--- src/rtl/ghost_motion_ctrl.sv ---
// ghost_motion_ctrl: per-frame four-ghost position engine with greedy chase through one shared maze query port.
// Define GHOST_SCATTER_EN to add scatter/chase alternation with a forced reversal on every toggle.
module ghost_motion_ctrl #(
   parameter int TILE_COLS = 28,
   parameter int TILE_ROWS = 31
`ifdef GHOST_SCATTER_EN
   ,parameter int SCATTER_FRAMES = 420
`endif
) (
   input  logic       clk,
   input  logic       rst,
   input  logic       frame_tick,
   input  logic [8:0] pac_x,
   input  logic [8:0] pac_y,
   output logic       wall_req,
   output logic [4:0] wall_col,
   output logic [4:0] wall_row,
   input  logic       wall_ack,
   input  logic       wall_blocked,
   output logic [8:0] x_red,
   output logic [8:0] y_red,
   output logic [8:0] x_pink,
   output logic [8:0] y_pink,
   output logic [8:0] x_blue,
   output logic [8:0] y_blue,
   output logic [8:0] x_orange,
   output logic [8:0] y_orange,
   output logic       busy,
   output logic       overrun
);
   typedef enum logic [2:0] {IDLE, LOAD, QUERY, WAIT, STEP, NEXT} state_t;
   localparam int RW = $clog2(TILE_ROWS);
   localparam logic [8:0] X_MAX = 9'(TILE_COLS * 8 - 1);
   localparam logic [4:0] COL_MAX = 5'(TILE_COLS - 1);
   state_t state, state_nx;
   logic [8:0] gx [4];
   logic [8:0] gy [4];
   logic [1:0] gd [4];
   logic [1:0] cand [4];
   logic [1:0] cand_c [4];
   logic [1:0] raw [4];
   logic [1:0] g, k, nd, rd, ridx, tx, ty, qd;
   logic [8:0] cx, cy, tgt_x, tgt_y;
   logic signed [9:0] dx, dy;
   logic [9:0] ax, ay;
   logic [4:0] col, qcol;
   logic [RW-1:0] row, qrow;
   logic aligned, force_rev;
`ifdef GHOST_SCATTER_EN
   localparam int CW = $clog2(SCATTER_FRAMES);
   logic [CW-1:0] fcnt;
   logic scatter, toggle;
   logic [3:0] rev_pend;
   assign toggle = frame_tick && fcnt == CW'(SCATTER_FRAMES - 1);
   assign force_rev = rev_pend[g];
   assign tgt_x = scatter ? (g[0] ? 9'd0 : 9'd216) : pac_x;
   assign tgt_y = scatter ? (g[1] ? 9'd240 : 9'd0) : pac_y;
   // each ghost consumes its pending reversal at its own LOAD
   always_ff @(posedge clk) begin
      if (!rst) begin
         fcnt <= '0;
         scatter <= 1'b1;
         rev_pend <= '0;
      end else begin
         fcnt <= frame_tick ? (toggle ? '0 : fcnt + 1'b1) : fcnt;
         scatter <= scatter ^ toggle;
         rev_pend <= (rev_pend & ~(state == LOAD ? 4'b1 << g : 4'b0)) | {4{toggle}};
      end
   end
`else
   assign force_rev = 1'b0;
   assign tgt_x = pac_x;
   assign tgt_y = pac_y;
`endif
   assign x_red = gx[0];
   assign y_red = gy[0];
   assign x_pink = gx[1];
   assign y_pink = gy[1];
   assign x_blue = gx[2];
   assign y_blue = gy[2];
   assign x_orange = gx[3];
   assign y_orange = gy[3];
   assign aligned = ~|{gx[g][2:0], gy[g][2:0]};
   // greedy ordering; the reverse direction is compacted to the last slot
   always_comb begin
      dx = $signed({1'b0, tgt_x}) - $signed({1'b0, gx[g]});
      dy = $signed({1'b0, tgt_y}) - $signed({1'b0, gy[g]});
      ax = dx[9] ? -dx : dx;
      ay = dy[9] ? -dy : dy;
      tx = dx[9] ? 2'd1 : 2'd3;
      ty = dy[9] ? 2'd0 : 2'd2;
      raw[0] = ax >= ay ? tx : ty;
      raw[1] = ax >= ay ? ty : tx;
      raw[2] = raw[1] ^ 2'd2;
      raw[3] = raw[0] ^ 2'd2;
      rd = gd[g] ^ 2'd2;
      ridx = raw[0] == rd ? 2'd0 : raw[1] == rd ? 2'd1 : raw[2] == rd ? 2'd2 : 2'd3;
      cand_c[0] = ridx == 2'd0 ? raw[1] : raw[0];
      cand_c[1] = ridx <= 2'd1 ? raw[2] : raw[1];
      cand_c[2] = ridx <= 2'd2 ? raw[3] : raw[2];
      cand_c[3] = rd;
   end
   always_comb begin
      qd = cand[k];
      col = cx[7:3];
      row = cy[RW+2:3];
      qcol = qd == 2'd1 ? (col == 5'd0 ? COL_MAX : col - 5'd1) :
             qd == 2'd3 ? (col == COL_MAX ? 5'd0 : col + 5'd1) : col;
      qrow = qd == 2'd0 ? row - 1'b1 : qd == 2'd2 ? row + 1'b1 : row;
   end
   always_ff @(posedge clk) begin
      if (!rst) state <= IDLE;
      else state <= state_nx;
   end
   always_comb begin
      state_nx = state;
      case (state)
         IDLE:    state_nx = frame_tick ? LOAD : IDLE;
         LOAD:    state_nx = force_rev || !aligned ? STEP : QUERY;
         QUERY:   state_nx = WAIT;
         WAIT:    state_nx = !wall_ack ? WAIT : !wall_blocked ? STEP : k == 2'd3 ? NEXT : QUERY;
         STEP:    state_nx = NEXT;
         NEXT:    state_nx = g == 2'd3 ? IDLE : LOAD;
         default: state_nx = IDLE;
      endcase
   end
   always_comb busy = state != IDLE;
   always_ff @(posedge clk) begin
      if (!rst) begin
         gx[0] <= 9'd104;
         gy[0] <= 9'd88;
         gx[1] <= 9'd104;
         gy[1] <= 9'd112;
         gx[2] <= 9'd88;
         gy[2] <= 9'd112;
         gx[3] <= 9'd120;
         gy[3] <= 9'd112;
         for (int i = 0; i < 4; i++) gd[i] <= 2'd1;
         g <= '0;
         k <= '0;
         wall_req <= 1'b0;
         wall_col <= '0;
         wall_row <= '0;
         overrun <= 1'b0;
      end else begin
         overrun <= overrun | (frame_tick && state != IDLE);
         if (state == IDLE) g <= '0;
         if (state == NEXT) g <= g + 2'd1;
         if (state == LOAD) begin
            cx <= gx[g];
            cy <= gy[g];
            nd <= force_rev ? gd[g] ^ 2'd2 : gd[g];
            k <= '0;
            cand <= cand_c;
         end
         if (state == QUERY) begin
            wall_req <= 1'b1;
            wall_col <= qcol;
            wall_row <= 5'(qrow);
         end
         if (state == WAIT && wall_ack) begin
            wall_req <= 1'b0;
            if (!wall_blocked) nd <= cand[k];
            else k <= k + 2'd1;
         end
         if (state == STEP) begin
            gx[g] <= nd == 2'd1 ? (cx == 9'd0 ? X_MAX : cx - 9'd1) :
                     nd == 2'd3 ? (cx == X_MAX ? 9'd0 : cx + 9'd1) : cx;
            gy[g] <= nd == 2'd0 ? cy - 9'd1 : nd == 2'd2 ? cy + 9'd1 : cy;
            gd[g] <= nd;
         end
      end
   end
endmodule
--- config.mk ---
export PLATFORM = sky130hd
export DESIGN_NAME = ghost_motion_ctrl
export DESIGN_NICKNAME = d
export VERILOG_FILES = /design/src/rtl/ghost_motion_ctrl.sv
export SDC_FILE = /design/constraint.sdc
export NUM_CORES = 1
export LEC_CHECK = 0
export CORE_ASPECT_RATIO = 0.9
export CORE_UTILIZATION = 45
export CTS_BUF_LIST = sky130_fd_sc_hd__clkbuf_16
export DETAILED_ROUTE_END_ITERATION = 6
export MAX_ROUTING_LAYER = met4
export PLACE_DENSITY = 0.7
export SYNTH_ARGS = -nofsm -noshare
export SYNTH_HDL_FRONTEND = slang
export SYNTH_SLANG_ARGS = --single-unit
export TNS_END_PERCENT = 10
--- constraint.sdc ---
create_clock -name clk -period 4.7 [get_ports clk]
set_input_delay 0.94 -clock clk [delete_from_list [all_inputs] [get_ports clk]]
set_output_delay 0.94 -clock clk [all_outputs]
set_load 0.01 [all_outputs]
Yosys cells after proc, flatten, opt, wreduce, memory -nomap -nowiden
Memory sizes are Yosys's and may differ from the RTL's. A register that Yosys moved wholly into a read port is not among the register bits. Index checks and enable logic that the tools add are counted.

$add $sub $neg: 14. Order comparisons: 4. Equal/unequal tests: 18. Multiplexer cells: 61. Bitwise operators: 6. Reduce and logical (&&, ||, !) cells: 16.

Operators with widths (number): $mux 9 (8); $mux 2 (29); $mux 5 (6); $mux 10 (2); $neg 10->10 (2); $sub 9x9->10 (2); $add 9x1->9 const B (2); $pmux 3 s6 (1); $reduce_or 9->1 (2); $sub 9x1->9 const B (2); $eq 2x2->1 const B (6); $mux 3 (4); $add 5x1->5 const B (2); $ge 10x10->1 (1); $mux 1 (10); $sub 5x1->5 const B (2); $eq 9x8->1 const B (1); $logic_not 9->1 (1); $eq 2x2->1 (3); $eq 3x2->1 const B (2); $eq 3x3->1 const B (2); $logic_not 2->1 (3); $reduce_or 6->1 (1); $eq 5x5->1 const B (1); other kinds (17) (24).

Bits in registers: 47. Memory bits (writable): 80. Bits of input ports: 23. Output and inout bits: 85. Logic and storage cells: 136. Memories kept: 3.

Memory list: gx (depth 4, width 9, rd ports 5, clocked after Yosys merged registers in 1, wr ports 4, line 36) `logic [8:0] gx [4];`; gy (depth 4, width 9, rd ports 5, clocked after Yosys merged registers in 1, wr ports 4, line 37) `logic [8:0] gy [4];`; gd (depth 4, width 2, rd ports 1, clocked after Yosys merged registers in 1, wr ports 4, line 38) `logic [1:0] gd [4];`.

Depth between registers and ports, before layout
Gate-level depths: netlist of the first run.

Word-level depth: 12. Mapped depth: 21. Gate-level depth less buffers: 19.

Worst setup path before layout of the first run
OpenSTA, ideal clock, no wires.

Path type: flip-flop to flip-flop. Start point: register with a tool-made name. End point: register cand[6] (netlist bit) (data pin). Arrival: 4.618 ns. Setup slack: -0.179 ns. Stages on the path, launching flop included: 21. Path through: dfxtp_1 -> buf_2 -> buf_2 -> mux4_2 -> inv_1 -> ha_1 -> o21ai_0 -> nor2_1 -> o22a_1 -> a31o_1 -> buf_6 -> buf_6 -> a21oi_2 -> xor2_1 -> ha_1 -> a21o_1 -> a211oi_1 -> o21ai_0 -> o221ai_2 -> nor2_1 -> a221o_1.

RTL lines: end signal: assignment (line 154) `cand <= cand_c;`; end: declaration (line 39) `logic [1:0] cand [4];`.

==> results of run 1 <==
[through the flow]
step | std cells | worst slack (ps) | hold slack (ps)
6_report | 1146 | 145 | 492
5_1_grt | 1145 | -103 | 524
2_1_floorplan | 753 | 10.4 | 500
4_1_cts | 1140 | 5.92 | 495
3_3_place_gp | 1107 | -470 | 473
3_5_place_dp | 1107 | -557 | 483
[report_power, final]
group	internal (uW)	switching (uW)	leakage, uW
sequential	1300	48.2	0.00114
clock	947	522	0.000308
combinational	447	462	0.00257
[synth_stat cells, types with 2 or more instances]
cell type	instances	share of area [%]
sky130_fd_sc_hd__nor4_1	2	0.16
sky130_fd_sc_hd__clkbuf_1	26	1.3
sky130_fd_sc_hd__nor3b_1	3	0.29
sky130_fd_sc_hd__o211ai_1	4	0.39
sky130_fd_sc_hd__nand3b_1	3	0.29
sky130_fd_sc_hd__a31oi_1	7	0.57
sky130_fd_sc_hd__and2_1	6	0.48
sky130_fd_sc_hd__o22a_1	2	0.23
sky130_fd_sc_hd__buf_2	5	0.32
sky130_fd_sc_hd__and3_1	9	0.73
sky130_fd_sc_hd__a31o_1	2	0.23
sky130_fd_sc_hd__ha_1	40	6.5
sky130_fd_sc_hd__nand3_1	15	0.97
sky130_fd_sc_hd__nand2_1	78	3.8
sky130_fd_sc_hd__nand4_1	11	0.89
sky130_fd_sc_hd__a21oi_2	2	0.23
sky130_fd_sc_hd__xor2_1	20	2.3
sky130_fd_sc_hd__o211a_1	6	0.78
sky130_fd_sc_hd__nor2_1	95	4.6
sky130_fd_sc_hd__buf_1	4	0.19
sky130_fd_sc_hd__mux4_2	21	6.1
sky130_fd_sc_hd__o21a_1	4	0.39
sky130_fd_sc_hd__xnor2_1	23	2.6
sky130_fd_sc_hd__or3_1	8	0.65
sky130_fd_sc_hd__or4_1	4	0.39
sky130_fd_sc_hd__inv_1	48	2.3
sky130_fd_sc_hd__nor3_1	13	0.84
sky130_fd_sc_hd__nand2b_1	12	0.97
sky130_fd_sc_hd__nor2b_1	12	0.97
sky130_fd_sc_hd__or2_2	3	0.24
sky130_fd_sc_hd__dfxtp_1	21	5.4
sky130_fd_sc_hd__a211oi_1	7	0.68
sky130_fd_sc_hd__a21oi_1	35	2.3
sky130_fd_sc_hd__a22oi_1	4	0.39
sky130_fd_sc_hd__fa_1	2	0.52
sky130_fd_sc_hd__o21ai_0	39	2.5
sky130_fd_sc_hd__o22ai_1	3	0.24
sky130_fd_sc_hd__buf_6	2	0.29
sky130_fd_sc_hd__edfxtp_1	108	42
sky130_fd_sc_hd__mux2_2	5	0.73
sky130_fd_sc_hd__a21o_1	7	0.68
sky130_fd_sc_hd__mux2i_1	11	1.4
[worst paths after layout]
| kind | start | endpoint | slack (ps) |
|---|---|---|---|
| worst max register to register | register | cand[3] | 150 |
| worst min-delay path | wall_row[0] | wall_row[0] | 490 |
| worst min register to register | wall_row[0] | wall_row[0] | 490 |
| worst max-delay path | register | cand[3] | 150 |
[cell families after synthesis]
group	after synthesis	synth area share, %
fa+ha+maj	43	7.10
compound gates	134	11.0
simple gates	280	17.0
buf+inv	87	4.54
mux	37	8.25
flops	129	47.3
xor+xnor	43	4.86
[routing by layer]
layer  vias up  track usage (%)  wire length (um)
met3        23             4.42              1500
met2       242             38.9              9990
met4         0             6.72               252
met5         -                -                 0
met1      3114             36.1             10200
li1       3063                -                 -
[worst reg2reg max path, delay by kind of cell (launching register included)]
kind,cells,cell delay [ps]
buf+inv,3,400
flops,1,370
fa+ha+maj,3,690
mux,1,590
simple gates,5,880
compound gates,7,1340
xor+xnor,1,140
[layout make-up]
cell class | count | area (um2) | share of cell area, %
Clock inverter | 15 | 231 | 2.22
Multi-Input combinational cell | 537 | 3970 | 38.0
Sequential cell | 129 | 3670 | 35.1
Timing Repair Buffer | 187 | 1700 | 16.3
Tap cell | 211 | 264 | 2.53
Inverter | 49 | 184 | 1.76
Clock buffer | 17 | 425 | 4.07
Antenna cell | 1 | 2.50 | 0.0240
[state kept, by name, summed over array words and instances (netlist names), named ones only]
name	count
overrun	1
k	2
wall_req	1
cand	8
wall_col	5
wall_row	5
state	3
nd	2
gd	8
cx	9
g	2
cy	9
gx	36
gy	36
[timing repair]
action                     4_1_cts  5_1_grt
gates resized for setup          8       52
buffers inserted                 1        5
setup endpoints to repair        5        6
hold endpoints to repair         0        0
pin swaps                        1       26
[placed cells by master, fill, tap and decap left out, drive strengths merged, types with 4 or more instances in the layout]
master	instances
bufinv	5
dfxtp	21
a21o	7
and3	9
nand2	78
nor3	13
clkbuf	17
a211oi	7
inv	51
clkinvlp	4
buf	80
xnor2	23
nand4	11
mux2	5
a31oi	7
a22oi	4
ha	40
and2	6
o211a	6
o21a	4
or4	4
nor2b	12
clkinv	4
a21oi	37
clkdlybuf4s50	106
edfxtp	108
or3	8
o211ai	4
nor2	95
o21ai	39
xor2	20
nand3	15
mux4	21
nand2b	12
mux2i	11
==> results_tabular.tex, run 1 <==
\begin{tabular}{lr}
\hline
Metric & Value \\
\hline
\multicolumn{2}{l}{\textbf{Run status}} \\
\quad Outcome & complete, no violations \\
\multicolumn{2}{l}{\textbf{Die}} \\
\quad Boundary Pins & approximately 110 \\
\quad Starting Density & between 40\% and 50\% \\
\quad Number of rows in the core area & 45 \\
\quad Placeable core region & $\sim$17000 um2 \\
\quad Die Footprint & around 18000 um2 \\
\quad Die Height & 126 um \\
\quad Die X & 140 um \\
\multicolumn{2}{l}{\textbf{Final layout}} \\
\quad Share of final-layout standard cells stronger than drive strength 1 & about a fifth \\
\quad Design area & $\sim$10000 um2 \\
\quad Layout Utilization & a little over 60\% \\
\quad Layout net count & between 900 and 1000 \\
\quad Number of inserted filler cells in the final layout & 1346 \\
\quad Synthesis-to-finish area growth & 34.8\% \\
\multicolumn{2}{l}{\textbf{Logic synthesis}} \\
\quad Number of enable flip-flop cells after synthesis & roughly 110 \\
\quad Post-Synthesis Net Count & $\sim$820 \\
\quad Mapped Cells & 753 \\
\quad Cell area after synthesis & just under 8000 um2 \\
\quad Syn Area/Cell & between 10 and 15 um2 \\
\quad Fraction of the yosys area taken by sequential cells & a little under half \\
\quad Post-synthesis register bit count & between 100 and 150 \\
\quad Primary flip-flop cell chosen by synthesis mapping & sky130\_fd\_sc\_hd\_\_edfxtp\_1 \\
\quad Unique masters post-synth & 63 \\
\quad Fraction of synthesis flops using an asynchronous set or reset pin & 0\% \\
\quad Number of warnings printed during yosys synthesis & 0 \\
\multicolumn{2}{l}{\textbf{Pwr}} \\
\quad Pwr Density & 357 nW/um2 \\
\quad Overall power consumption & 3730 uW \\
\quad Cell leakage power & between 0.004 and 0.005 uW \\
\quad Maximum VDD drop & approximately 0.23 mV \\
\multicolumn{2}{l}{\textbf{Setup path}} \\
\quad Reg2reg path depth & 20 \\
\quad Most common cell on crit path & sky130\_fd\_sc\_hd\_\_ha\_1 \\
\quad Slowest cell on the critical path & sky130\_fd\_sc\_hd\_\_mux4\_2 \\
\quad Worst path max stage delay & a little under 600 ps \\
\quad CP Buf/Inv Count & 3 \\
\quad Gate family responsible for the most delay along the worst path & compound AO/OA/AOI/OAI gates \\
\quad Worst Path Class, Setup & register to register \\
\quad Worst-path cell chain & buf\_6 > mux4\_2 > inv\_2 > ha\_1 > nor2b\_1 > o31a\_1 > or4b\_4 > nand3\_2 > nor3\_4 > a21oi\_2 > xnor2\_1 > ha\_1 > a21o\_1 > a211oi\_2 > o21ai\_1 > o221ai\_2 > buf\_4 > maj3\_2 > nand2\_1 > a22oi\_1 \\
\quad Arrival time at the worst endpoint & slightly below 5000 ps \\
\quad Crit end category & register \\
\quad Critical Path Fanout Max & 5 \\
\quad Instance count on the critical path & 20 \\
\quad Startpoint kind of the worst setup timing path & register \\
\quad Required arrival time at the worst endpoint & approximately 5000 ps \\
\multicolumn{2}{l}{\textbf{Route}} \\
\quad Number of detailed-routing iterations run before antenna repair & 5 \\
\quad Vias per Instance & about 5.6 \\
\quad Total Wirelength & about 22000 um \\
\quad Antenna viol nets, final & 0 \\
\quad Remaining routing DRC violations & 0 \\
\quad Routed length per placed instance & between 15 and 20 um \\
\quad Total via count after detailed routing & between 6000 and 7000 \\
\quad Violation count after the first detailed-routing iteration & 391 \\
\multicolumn{2}{l}{\textbf{Flow run}} \\
\quad Max capacitance violation total & 0 \\
\multicolumn{2}{l}{\textbf{CTS}} \\
\quad Buffer cell driving the clock tree root & sky130\_fd\_sc\_hd\_\_clkbuf\_16 \\
\quad CTS Sinks & 129 \\
\quad Total of hold buffers inserted after clock tree synthesis & 0 \\
\quad TritonCTS buffer count & 17 \\
\quad CTS tree & built \\
\quad Number of H-tree levels & 4 \\
\quad Clock latency on the worst-skew pair & around 430 ps \\
\quad Clock transition at the registers of the reported paths & 60 ps \\
\quad Bufs on Longest Clock Path & 2 \\
\multicolumn{2}{l}{\textbf{Global route}} \\
\quad Global route total overflow & 0 \\
\quad Antenna violations before repair & 0 \\
\quad Pin count of the biggest net entering global routing & 27 \\
\quad Via count of the first global-routing pass & between 6000 and 7000 \\
\quad Aggregate global-route resource usage & 25.8\% \\
\quad First-pass GRT wire length & 33700 um \\
\multicolumn{2}{l}{\textbf{STA}} \\
\quad Upper clock frequency limit & around 220 MHz \\
\quad Worst rel slew slack & between 20 and 25\% \\
\quad Post-route fraction of the period consumed by the critical path & a little over nine tenths \\
\quad Final setup violating endpoints & 0 \\
\quad Hold Violations, Final & 0 \\
\quad Clock skew & roughly 7.6 ps \\
\quad Final max-slew violation count & 0 \\
\quad Worst Tran Pin Value & $\sim$1200 ps \\
\quad Min cycle time layout & 4550 ps \\
\quad Sum Neg Setup Slack & 0 ps \\
\quad RSZ-0062 raised after global routing & yes \\
\multicolumn{2}{l}{\textbf{Placement}} \\
\quad Final weighted congestion in routability-driven placement & 0.899 \\
\quad IO Port Bufs & 107 \\
\quad Total half-perimeter wirelength after legalization and detailed placement & 15700 um \\
\quad Placement-stage cell area & 9500 um2 \\
\multicolumn{2}{l}{\textbf{Min path}} \\
\quad Tightest Hold Check Type & register to register \\
\quad Cell count of the worst hold path & 2 \\
\hline
\end{tabular}
Power figures use the tool's default switching activity.
==> run 2: changes to the inputs <==
CTS_BUF_LIST = sky130_fd_sc_hd__clkbuf_8 sky130_fd_sc_hd__clkbuf_16   (was sky130_fd_sc_hd__clkbuf_16)
==> results of run 2 <==
Final layout, timing and power as in run 1 (identical DEF).
==> run 3: changes to the inputs <==
RECOVER_POWER = 50   (was default)
==> results of run 3 <==
Final layout, timing and power as in run 1 (identical DEF).
